## src/rtl/cpu_types_pkg.sv

```systemverilog
// Shared CPU types: register index, pipeline control state and
// the per-cycle control bundle driven onto the pipeline registers.
package cpu_types_pkg;

    typedef logic [4:0] regbits_t;

    typedef enum logic [1:0] {
        RUN     = 2'd0,
        MEMWAIT = 2'd1,
        DRAIN   = 2'd2,
        HALTED  = 2'd3
    } pipe_ctrl_state_t;

    typedef struct packed {
        logic pc_en;
        logic en_if_id;
        logic en_id_ex;
        logic en_ex_mem;
        logic en_mem_wb;
        logic fl_if_id;
        logic fl_id_ex;
        logic fl_ex_mem;
        logic halt;
    } pipe_ctrl_t;

endpackage

```

## src/rtl/hazard_detect.sv

```systemverilog
// Load-use hazard compare: EX-stage load destination against decode sources.
// Ports: ren_ex, rt_ex (EX load), rs_id, rt_id (decode sources) -> lu_hazard.
import cpu_types_pkg::*;

module hazard_detect (
    input  logic     ren_ex,
    input  regbits_t rt_ex,
    input  regbits_t rs_id,
    input  regbits_t rt_id,
    output logic     lu_hazard
);

    // $zero never creates a dependency
    assign lu_hazard = ren_ex && (rt_ex != '0) &&
                       ((rt_ex == rs_id) || (rt_ex == rt_id));

endmodule

```

## src/rtl/pipeline_ctrl.sv

```systemverilog
// Pipeline sequencer: stage enables/flushes, PC enable and halt drain.
// Ports: CLK, nRST (sync, active low), hit/hazard/redirect/halt inputs;
// pc_en, enable_*, flush_*, halt outputs. PIPE_PERF_EN adds stall_cnt
// and flush_cnt saturating counters.
import cpu_types_pkg::*;

module pipeline_ctrl #(
    parameter int DRAIN_CYCLES = 1,
    parameter int CNT_W        = 32
) (
    input  logic     CLK,
    input  logic     nRST,
    input  logic     ihit,
    input  logic     dhit,
    input  logic     dmemREN_EX_MEM,
    input  logic     dmemWEN_EX_MEM,
    input  logic     pc_redirect_EX_MEM,
    input  logic     halt_EX_MEM,
    input  logic     dmemREN_ID_EX,
    input  regbits_t Rt_ID_EX,
    input  regbits_t Rs_IF_ID,
    input  regbits_t Rt_IF_ID,
    output logic     pc_en,
    output logic     enable_IF_ID,
    output logic     enable_ID_EX,
    output logic     enable_EX_MEM,
    output logic     enable_MEM_WB,
    output logic     flush_IF_ID,
    output logic     flush_ID_EX,
    output logic     flush_EX_MEM,
    output logic     halt
`ifdef PIPE_PERF_EN
    ,
    output logic [CNT_W-1:0] stall_cnt,
    output logic [CNT_W-1:0] flush_cnt
`endif
);

    localparam int DW = (DRAIN_CYCLES > 1) ? $clog2(DRAIN_CYCLES) : 1;

    pipe_ctrl_state_t state, next_state;
    logic [DW-1:0]    drain_cnt, drain_next;
    pipe_ctrl_t       ctrl;
    logic             mem_pend;
    logic             lu_hazard;

    assign mem_pend = (dmemREN_EX_MEM | dmemWEN_EX_MEM) & ~dhit;

    hazard_detect u_hazard (
        .ren_ex    (dmemREN_ID_EX),
        .rt_ex     (Rt_ID_EX),
        .rs_id     (Rs_IF_ID),
        .rt_id     (Rt_IF_ID),
        .lu_hazard (lu_hazard)
    );

    always_ff @(posedge CLK) begin
        if (!nRST) begin
            state     <= RUN;
            drain_cnt <= '0;
        end else begin
            state     <= next_state;
            drain_cnt <= drain_next;
        end
    end

    always_comb begin
        ctrl       = '0;
        next_state = state;
        drain_next = drain_cnt;
        unique case (state)
            RUN, MEMWAIT: begin
                next_state = RUN;
                if (mem_pend) begin
                    next_state = MEMWAIT;
                end else if (halt_EX_MEM) begin
                    // retire older work in WB, squash everything younger
                    ctrl.en_mem_wb = 1'b1;
                    ctrl.fl_if_id  = 1'b1;
                    ctrl.fl_id_ex  = 1'b1;
                    ctrl.fl_ex_mem = 1'b1;
                    next_state     = DRAIN;
                    drain_next     = DW'(DRAIN_CYCLES - 1);
                end else if (pc_redirect_EX_MEM) begin
                    ctrl = '{pc_en: 1'b1, en_if_id: 1'b1,
                             en_id_ex: 1'b1, en_ex_mem: 1'b1,
                             en_mem_wb: 1'b1, fl_if_id: 1'b1,
                             fl_id_ex: 1'b1, fl_ex_mem: 1'b1,
                             halt: 1'b0};
                end else if (lu_hazard) begin
                    // hold decode, bubble into EX; load moves on so
                    // the hazard clears after one cycle
                    ctrl.en_id_ex  = 1'b1;
                    ctrl.fl_id_ex  = 1'b1;
                    ctrl.en_ex_mem = 1'b1;
                    ctrl.en_mem_wb = 1'b1;
                end else if (!ihit) begin
                    ctrl.en_if_id  = 1'b1;
                    ctrl.fl_if_id  = 1'b1;
                    ctrl.en_id_ex  = 1'b1;
                    ctrl.en_ex_mem = 1'b1;
                    ctrl.en_mem_wb = 1'b1;
                end else begin
                    ctrl.pc_en     = 1'b1;
                    ctrl.en_if_id  = 1'b1;
                    ctrl.en_id_ex  = 1'b1;
                    ctrl.en_ex_mem = 1'b1;
                    ctrl.en_mem_wb = 1'b1;
                end
            end
            DRAIN: begin
                ctrl.en_mem_wb = 1'b1;
                if (drain_cnt == '0) begin
                    next_state = HALTED;
                end else begin
                    drain_next = drain_cnt - DW'(1);
                end
            end
            HALTED: begin
                ctrl.halt = 1'b1;
            end
            default: begin
                next_state = RUN;
            end
        endcase
        // everything is quiet while reset is sampled
        if (!nRST) begin
            ctrl = '0;
        end
    end

    assign pc_en         = ctrl.pc_en;
    assign enable_IF_ID  = ctrl.en_if_id;
    assign enable_ID_EX  = ctrl.en_id_ex;
    assign enable_EX_MEM = ctrl.en_ex_mem;
    assign enable_MEM_WB = ctrl.en_mem_wb;
    assign flush_IF_ID   = ctrl.fl_if_id;
    assign flush_ID_EX   = ctrl.fl_id_ex;
    assign flush_EX_MEM  = ctrl.fl_ex_mem;
    assign halt          = ctrl.halt;

`ifdef PIPE_PERF_EN
    logic run_st, stall_ev, flush_ev;

    assign run_st   = (state == RUN) || (state == MEMWAIT);
    assign stall_ev = run_st & ~ctrl.pc_en;
    assign flush_ev = run_st & ~mem_pend & ~halt_EX_MEM &
                      pc_redirect_EX_MEM;

    always_ff @(posedge CLK) begin
        if (!nRST) begin
            stall_cnt <= '0;
            flush_cnt <= '0;
        end else begin
            if (stall_ev && (stall_cnt != '1)) begin
                stall_cnt <= stall_cnt + CNT_W'(1);
            end
            if (flush_ev && (flush_cnt != '1)) begin
                flush_cnt <= flush_cnt + CNT_W'(1);
            end
        end
    end
`endif

endmodule

```

## config.mk

```make
export PLATFORM = sky130hd
export DESIGN_NAME = pipeline_ctrl
export DESIGN_NICKNAME = d
export VERILOG_FILES = /design/src/rtl/cpu_types_pkg.sv /design/src/rtl/hazard_detect.sv /design/src/rtl/pipeline_ctrl.sv
export SDC_FILE = /design/constraint.sdc
export NUM_CORES = 1
export LEC_CHECK = 0
export CAP_MARGIN = 15
export CORE_AREA = 2 2 39 41
export CTS_CLUSTER_DIAMETER = 120
export DETAILED_ROUTE_END_ITERATION = 7
export DIE_AREA = 0 0 41 43
export DONT_BUFFER_PORTS = 1
export PLACE_DENSITY = 0.41
export SYNTH_ARGS = -nofsm -noshare
export SYNTH_HDL_FRONTEND = slang
export SYNTH_SLANG_ARGS = --single-unit
export TNS_END_PERCENT = 20
```

## constraint.sdc

```tcl
create_clock -name CLK -period 1.3 [get_ports CLK]
set_input_delay 0.065 -clock CLK [delete_from_list [all_inputs] [get_ports CLK]]
set_output_delay 0.065 -clock CLK [all_outputs]
set_load 0.005 [all_outputs]
```

=== Yosys cells after proc, flatten, opt, wreduce, memory -nomap -nowiden ===
Cells that the tools add are included.

* Bits of input ports: 24
* Register bits after elaboration: 3
* Logic and storage cells: 47

* Reduce and logical (&&, ||, !) cells: 9
* Muxes and demuxes: 24
* Add/subtract/negate cells: 1
* Eq/ne operators: 8
* Bitwise gates (word level): 3

{| class="wikitable"
|+ Operators with widths
! kind !! number
|-
| $mux W9 || 2
|-
| $mux W4 || 3
|-
| $eq A5 B5 Y1 || 2
|-
| $mux W2 || 5
|-
| $mux W1 || 8
|-
| $mux W7 || 1
|-
| $ne A2 B2 Y1 const B || 3
|-
| $pmux W1 S2 || 3
|-
| $reduce_bool A5 Y1 || 1
|-
| $eq A2 B2 Y1 const B || 2
|-
| $pmux W2 S2 || 1
|-
| $mux W3 || 1
|-
| $reduce_and A3 Y1 || 1
|-
| $eq A2 B1 Y1 const B || 1
|-
| $logic_and A1 B1 Y1 || 2
|-
| $logic_not A2 Y1 || 1
|-
| $reduce_and A2 Y1 || 1
|-
| $reduce_bool A2 Y1 || 1
|-
| $reduce_or A2 Y1 || 1
|-
| $and A1 B1 Y1 || 1
|-
| $logic_or A1 B1 Y1 || 1
|-
| $not A1 Y1 || 1
|-
| $or A1 B1 Y1 || 1
|-
| $sub A1 B1 Y1 const B || 1
|}

=== Logic depth before layout (Yosys ltp) ===
Gate-level depths: netlist of run 1.

* Depth in word-level cells: 9
* Depth in mapped cells: 4

=== Hierarchy ===
A second synthesis of run 1 with hierarchy kept.

* Cells, all modules: 43
* Area, all modules: 315.3 um^2

{| class="wikitable"
|+ Modules (own cells, without submodules)
! module !! cells each !! sequential area each (um^2) !! area each (um^2) !! instances
|-
| pipeline_ctrl || 26 || 40.0 || 190.2 || 1
|-
| hazard_detect || 17 || 0.0 || 125.1 || 1
|}

=== Worst setup path after synthesis of run 1 ===
OpenSTA, ideal clock, no wires.

* Path type: register to output
* Start point: register state[1]
* End point: output port pc_en
* Required time: 1.235 ns
* Stages on the path, launching flop included: 4
* Path buffers: 0
* Setup slack: 0.085 ns
* Data arrival time: 1.150 ns
* Cells stage by stage: dfxtp_1 > nor4_1 > o21ai_0 > a21oi_2

* Cells in the longest elaborated chain, start to end: 4
* Elaborated cells between the ends (all ways): 5
* Those cells by class: 1 x eq/ne; 2 x mux; 2 x reduce/logical

{| class="wikitable"
|+ RTL lines
! element !! line !! text
|-
| start: declaration || pipeline_ctrl.sv:41 || <nowiki>pipe_ctrl_state_t state, next_state;</nowiki>
|-
| start signal: assignment || pipeline_ctrl.sv:62 || <nowiki>state <= next_state;</nowiki>
|-
| $eq A2 B1 Y1 / $logic_not A2 Y1 (equally long branches) || pipeline_ctrl.sv:71 || <nowiki>unique case (state)</nowiki>
|-
| $reduce_or A2 Y1 (*) || pipeline_ctrl.sv:71 ||
|-
| $mux W4 (*) || pipeline_ctrl.sv:71 ||
|-
| $mux W9 (*) || pipeline_ctrl.sv:127 || <nowiki>if (!nRST) begin</nowiki>
|-
| end: declaration || pipeline_ctrl.sv:23 || <nowiki>output logic pc_en,</nowiki>
|}

Every way passes the cells marked *; elsewhere a longest branch is shown, timed or not.

=== Worst setup path in the final report of run 1 ===
* Start point: register state[1]
* End point: output port flush_EX_MEM

* Cells in the longest elaborated chain, start to end: 4
* Elaborated cells between the ends (all ways): 5
* Those cells by class: 1 x eq/ne; 2 x mux; 2 x reduce/logical

{| class="wikitable"
|+ RTL lines
! element !! line !! text
|-
| $eq A2 B1 Y1 / $logic_not A2 Y1 (equally long branches) || pipeline_ctrl.sv:71 ||
|-
| $reduce_or A2 Y1 (*) || pipeline_ctrl.sv:71 ||
|-
| $mux W3 (*) || pipeline_ctrl.sv:71 ||
|-
| $mux W9 (*) || pipeline_ctrl.sv:127 ||
|-
| end: declaration || pipeline_ctrl.sv:30 || <nowiki>output logic flush_EX_MEM,</nowiki>
|}

Marked as above.

==> out/qor.csv, run 1 <==
metric;value;unit
vias in the first global route;305;
post-layout minimum cycle time;1280;ps
violation count after the first detailed-route iteration;6;
classification of the worst setup path;reg2out;
maximum fanout count along the critical path;6;
number of H-tree branching levels;1;
clock tree buffer depth;2;
setup-violating endpoint count in the final report;0;
count of different cell masters after synthesis;21;
setup repair after global routing missed its margin;yes;
placed instance count;60;
post-synthesis register bit count;2;
achievable clock frequency;0.782;GHz
Max Clock Skew;0.449;ps
flip-flop count of the largest register after layout;2;
number of nets produced by synthesis;67;
FP Rows;14;
worst endpoint data arrival time;1210;ps
critical path data required time;1240;ps
die width;41;um
final layout net count;74;
total number of vias;316;
global routing usage summed across all routing layers;0.0851;
via count normalized by instance count;4.94;
initial antenna violation count;0;
height of the die;43;um
global-route wire length before repair;1.04;mm
gp weighted congestion;0.558;
largest cells by area after synthesis;sky130_fd_sc_hd__xnor2_1, sky130_fd_sc_hd__dfxtp_1, sky130_fd_sc_hd__nor2_1;
area of the die;0.00176;mm2
hold crit path type;in2reg;
pin slew with the least headroom to its limit;484;ps
clk sinks;2;
count of mapped cells out of synthesis;43;
root buffer cell;sky130_fd_sc_hd__clkbuf_4;
DRC;0;
fraction of layout cells with a size suffix above 1;0.250;
CTS clock-pin slew for the worst setup and hold paths;30;ps
LEAKAGE;0.149;nW
final std cells w/o fill;64;
antenna diode count;0;
power per cell area;761;mW/mm2
sequential fraction of the synthesis area;0.130;
largest vdd supply drop;168;uV
result of the run;complete, no violations;
Critical Path Source Type;flop;
largest net degree at the start of global routing;7;
initial core utilization;0.222;
post-synthesis instance area;308;um2
area added between synthesis and finish;28.5;%
synth warn;0;
share of the synthesized area in the top cell type;0.285;
Hold Worst Slack;73.5;ps
number of buffers created by CTS;3;
Top-Level Pins;33;
post-CTS repair timing setup buffer count;0;
fin. max-slew vios;0;
GRT overflow;0;
number of maximum-capacitance violations;0;
Std-Cell Core Area;0.00138;mm2
Rel. slew slack;0.678;
Port Buffer Count;0;
final-report hold violation count;0;
Final period util;0.984;
number of fill cells;166;
aggregate routed wire length;757;um
clock latency on the worst-skew pair;220;ps
largest area contributor in the netlist;sky130_fd_sc_hd__xnor2_1;
largest reg by FF count;state;
mean post-synth cell area;7.16;um2
final core area utilization;0.286;
largest registers;state (2);
Avg WL per Cell;11.8;um
drt first pass iters;4;
crit path capture type;output pin;
clock tree from TritonCTS;yes;
number of nets still failing antenna checks after routing;0;
[cell usage after synthesis]
master / number
sky130_fd_sc_hd__inv_1: 1
sky130_fd_sc_hd__o21bai_1: 1
sky130_fd_sc_hd__nor2_1: 8
sky130_fd_sc_hd__nand2_1: 3
sky130_fd_sc_hd__buf_4: 1
sky130_fd_sc_hd__a21o_1: 2
sky130_fd_sc_hd__a21oi_2: 1
sky130_fd_sc_hd__o22ai_1: 1
sky130_fd_sc_hd__o21ai_0: 1
sky130_fd_sc_hd__nand3_1: 2
sky130_fd_sc_hd__nor3_1: 1
sky130_fd_sc_hd__a21oi_1: 2
sky130_fd_sc_hd__nor4_1: 1
sky130_fd_sc_hd__o21ba_1: 1
sky130_fd_sc_hd__or3_1: 1
sky130_fd_sc_hd__o21ai_2: 1
sky130_fd_sc_hd__or4_1: 1
sky130_fd_sc_hd__a21boi_2: 1
sky130_fd_sc_hd__o211a_1: 1
sky130_fd_sc_hd__xnor2_1: 10
sky130_fd_sc_hd__dfxtp_1: 2
[cells by family after synthesis]
logic type	count (synthesis)	synth area share
XOR/XNOR	10	0.285
buffers and inverters	2	0.0366
AND/OR/NAND/NOR	17	0.248
flip-flops	2	0.130
AO/OA/AOI/OAI	12	0.301
[timing repair]
action	in CTS	in global routing
resized for setup	6	1
setup endpoints to repair	5	4
hold buffers	1	0
pin swaps	1	0
hold endpoints to repair	1	0
[where the power goes]
| part | switching, mW | internal (mW) | total, mW | leakage, nW |
|---|---|---|---|---|
| Clock | 0.0322 | 0.102 | 0.134 | 0.0138 |
| Sequential | 0.00500 | 0.0665 | 0.0715 | 0.0173 |
| Combinational | 0.0419 | 0.0539 | 0.0958 | 0.118 |
[routing by layer]
metal,vias up,routed length [um],track usage
li1,163,-,-
met1,130,256,0.0924
met2,23,352,0.125
met3,0,149,0.0209
met4,0,0,0.0800
met5,-,0,0
[worst max-delay path, stage by stage (launching register included)]
cell and delay, ps:
sky130_fd_sc_hd__dfxtp_4 350, sky130_fd_sc_hd__or3_4 340, sky130_fd_sc_hd__nor2_1 160, sky130_fd_sc_hd__buf_4 140
[layout make-up]
cell class,instances,area [um2],area share
Sequential cell,2,43.8,0.111
Multi-Input combinational cell,39,280,0.709
Inverter,1,3.75,0.00949
Tap cell,16,20.0,0.0506
Timing Repair Buffer,3,25.0,0.0633
Clock buffer,3,22.5,0.0570
[worst paths after layout]
check	cells after the start	endpoint	start	slack [ps]
hold / removal	2	state[0]	nRST	70
setup reg to reg	2	state[1]	state[1]	660
hold reg to reg	2	state[1]	state[1]	530
setup / recovery	3	flush_EX_MEM	state[1]	20
[metrics by stage]
step,power (mW),setup slack [ps],instance area [um2],setup TNS [ps]
3_5_place_dp,0.158,122,335,0
3_3_place_gp,0.159,132,335,0
5_1_grt,0.323,-37.7,395,-107
4_1_cts,0.314,12.9,395,0
6_report,0.301,20.5,395,0
2_1_floorplan,0.145,85.2,308,0
[layout by cell type, fill, tap and decap left out, drive strengths merged, types with 2 or more instances in the layout]
cell and n:
nor2 8, buf 2, o21ai 2, dfxtp 2, nand2 3, a21o 2
a21oi 3, nand3 2, xnor2 10, clkbuf 3
No activity file was read; power rests on OpenSTA's default activity.
==> inputs of run 2 (changes only) <==
--- a/config.mk
+++ b/config.mk
@@ -11,7 +11,7 @@
 export DETAILED_ROUTE_END_ITERATION = 7
 export DIE_AREA = 0 0 41 43
 export DONT_BUFFER_PORTS = 1
-export PLACE_DENSITY = 0.41
+export PLACE_DENSITY_LB_ADDON = 0.15
 export SYNTH_ARGS = -nofsm -noshare
 export SYNTH_HDL_FRONTEND = slang
 export SYNTH_SLANG_ARGS = --single-unit
==> constraint.sdc (replaced) <==
create_clock -name CLK -period 1.3 [get_ports CLK]
set_input_delay 0.325 -clock CLK [delete_from_list [all_inputs] [get_ports CLK]]
set_output_delay 0.325 -clock CLK [all_outputs]
set_load 0.005 [all_outputs]
==> run 2 against run 1 <==
Compared with the run above:
- the flow now finishes with violations (setup timing)
- hold slack better by 180 ps
- critical path depth increased by 1
- final cell count rose by 6.3%
- die area stayed put
- clock skew is essentially flat
- sequential power shrank 1%
- routed wire length rose by 1.2%
- non-clock buffer count grew 4
- worst setup slack worse by 290 ps
- utilization up 3.6 points
- critical path type is now in2out
- critical endpoint is now flush_ID_EX
- largest cell class unchanged
==> out/qor.csv, run 2 (synthesis gave the netlist of run 1 again) <==
metric;value;unit
result of the run;complete, but fails checks;
failing checks;setup timing;
aggregate routed wire length;766;um
CTS clock-pin slew for the worst setup and hold paths;30;ps
Rel. slew slack;0.838;
setup repair after global routing missed its margin;yes;
via count normalized by instance count;4.81;
root buffer cell;sky130_fd_sc_hd__clkbuf_4;
critical path data required time;980;ps
Port Buffer Count;0;
Final period util;1.21;
Max Clock Skew;0.849;ps
clock latency on the worst-skew pair;220;ps
number of fill cells;164;
Reg area;41.3;um2
post-layout minimum cycle time;1570;ps
# hold bufs at CTS;0;
crit path capture type;output pin;
Avg WL per Cell;11.3;um
multi-input gate area in the final layout;302;um2
placed instance count;65;
gp weighted congestion;0.519;
Hold Worst Slack;258;ps
LEAKAGE;0.175;nW
classification of the worst setup path;in2out;
height of the die;43;um
total number of vias;327;
global routing usage summed across all routing layers;0.0972;
commonest non-fill, non-tap cell in the layout;sky130_fd_sc_hd__xnor2_1;
achievable clock frequency;0.635;GHz
commonest non-fill, non-tap cells in the layout;sky130_fd_sc_hd__xnor2_1, sky130_fd_sc_hd__nor2_1, sky130_fd_sc_hd__buf_4;
sum of net half-perimeters after detailed placement;653;um
Fin Setup TNS;-1270;ps
global-route wire length before repair;1.17;mm
largest registers;state (2);
antenna diode count;0;
number of H-tree branching levels;1;
area added between synthesis and finish;44.7;%
number of maximum-capacitance violations;0;
largest net degree at the start of global routing;5;
FP Rows;14;
DRC;0;
initial core utilization;0.222;
worst endpoint data arrival time;1250;ps
FF-to-FF setup slack;570;ps
final std cells w/o fill;68;
Std-Cell Core Area;0.00138;mm2
initial antenna violation count;0;
number of nets still failing antenna checks after routing;0;
final core area utilization;0.322;
violation count after the first detailed-route iteration;5;
vias in the first global route;330;
clk sinks;2;
die width;41;um
setup slack of the critical path after layout;-274;ps
area of the die;0.00176;mm2
fin. max-slew vios;0;
final layout net count;78;
clock tree buffer depth;2;
GRT overflow;0;
drt first pass iters;4;
setup-violating endpoint count in the final report;7;
final-report hold violation count;0;
clock tree from TritonCTS;yes;
power per cell area;712;mW/mm2
Top-Level Pins;33;
Critical Path Source Type;input pin;
fraction of layout cells with a size suffix above 1;0.385;
maximum fanout count along the critical path;3;
flip-flop count of the largest register after layout;2;
pin slew with the least headroom to its limit;242;ps
hold crit path type;in2reg;
largest reg by FF count;state;
largest vdd supply drop;244;uV
number of buffers created by CTS;3;
==> run 2: cell count changes in the layout (fill, tap and decap cells not counted) <==
cell                            delta
sky130_fd_sc_hd__nor2_2            +1
sky130_fd_sc_hd__o21ai_1           -1
sky130_fd_sc_hd__buf_6             +1
sky130_fd_sc_hd__nor2_1            -2
sky130_fd_sc_hd__or4_1             -1
sky130_fd_sc_hd__or4_4             +1
sky130_fd_sc_hd__o21ai_2           -1
sky130_fd_sc_hd__dlygate4sd3_1     -1
sky130_fd_sc_hd__dfxtp_2           +1
sky130_fd_sc_hd__o21ai_0           +1
sky130_fd_sc_hd__buf_4             +4
sky130_fd_sc_hd__dfxtp_4           -1
sky130_fd_sc_hd__o21ai_4           +1
sky130_fd_sc_hd__nor2_4            +1
==> run 2: path summary, 6_finish.rpt <==
| path | start | to | cells past startpoint |
|---|---|---|---|
| worst min-delay path | halt_EX_MEM | state[1] | 2 |
| worst min register to register | state[1] | state[1] | 3 |
| worst max-delay path | Rt_ID_EX[1] | flush_ID_EX | 4 |
| worst max register to register | state[1] | state[1] | 3 |
==> run 2: timing repair <==
| item | 4_1_cts | 5_1_grt |
|---|---|---|
| buffers inserted | 0 | 0 |
| setup endpoints to repair | 7 | 7 |
| pin swaps | 6 | 3 |
| hold endpoints to repair | 0 | 0 |
| gates resized for setup | 7 | 4 |
==> run 2: layout make-up <==
cell class                      count  area share
Multi-Input combinational cell     39       0.677
Tap cell                           16      0.0449
Inverter                            1     0.00843
Timing Repair Buffer                7       0.126
Clock buffer                        3      0.0506
Sequential cell                     2      0.0927
==> run 2: critical path: stages <==
cell,delay (ps)
sky130_fd_sc_hd__or4_4,530
sky130_fd_sc_hd__o21ai_4,170
sky130_fd_sc_hd__nor2_1,60
sky130_fd_sc_hd__a21o_1,170
==> run 2: per-layer routing <==
metal  up-vias  global-route usage  share of wire
li1        168                   -              -
met1       134               0.109           0.37
met2        25               0.147           0.49
met3         0              0.0366           0.14
met4         0              0.0600              0
met5         -                   0              0
==> run 2: where the power goes <==
part	switching, mW	internal (mW)	total, mW	leakage, nW
clock	0.0292	0.101	0.131	0.0138
combinational	0.0488	0.0669	0.116	0.144
sequential	0.00346	0.0673	0.0707	0.0169
total	0.0815	0.236	0.317	0.175
==> run 2: metrics by stage <==
stage / total power [mW] / cell area (um2) / setup WS [ps]
3_5_place_dp: 0.172 / 373 / -328
3_3_place_gp: 0.172 / 373 / -318
4_1_cts: 0.318 / 424 / -296
2_1_floorplan: 0.145 / 308 / -256
5_1_grt: 0.339 / 445 / -310
6_report: 0.317 / 445 / -274
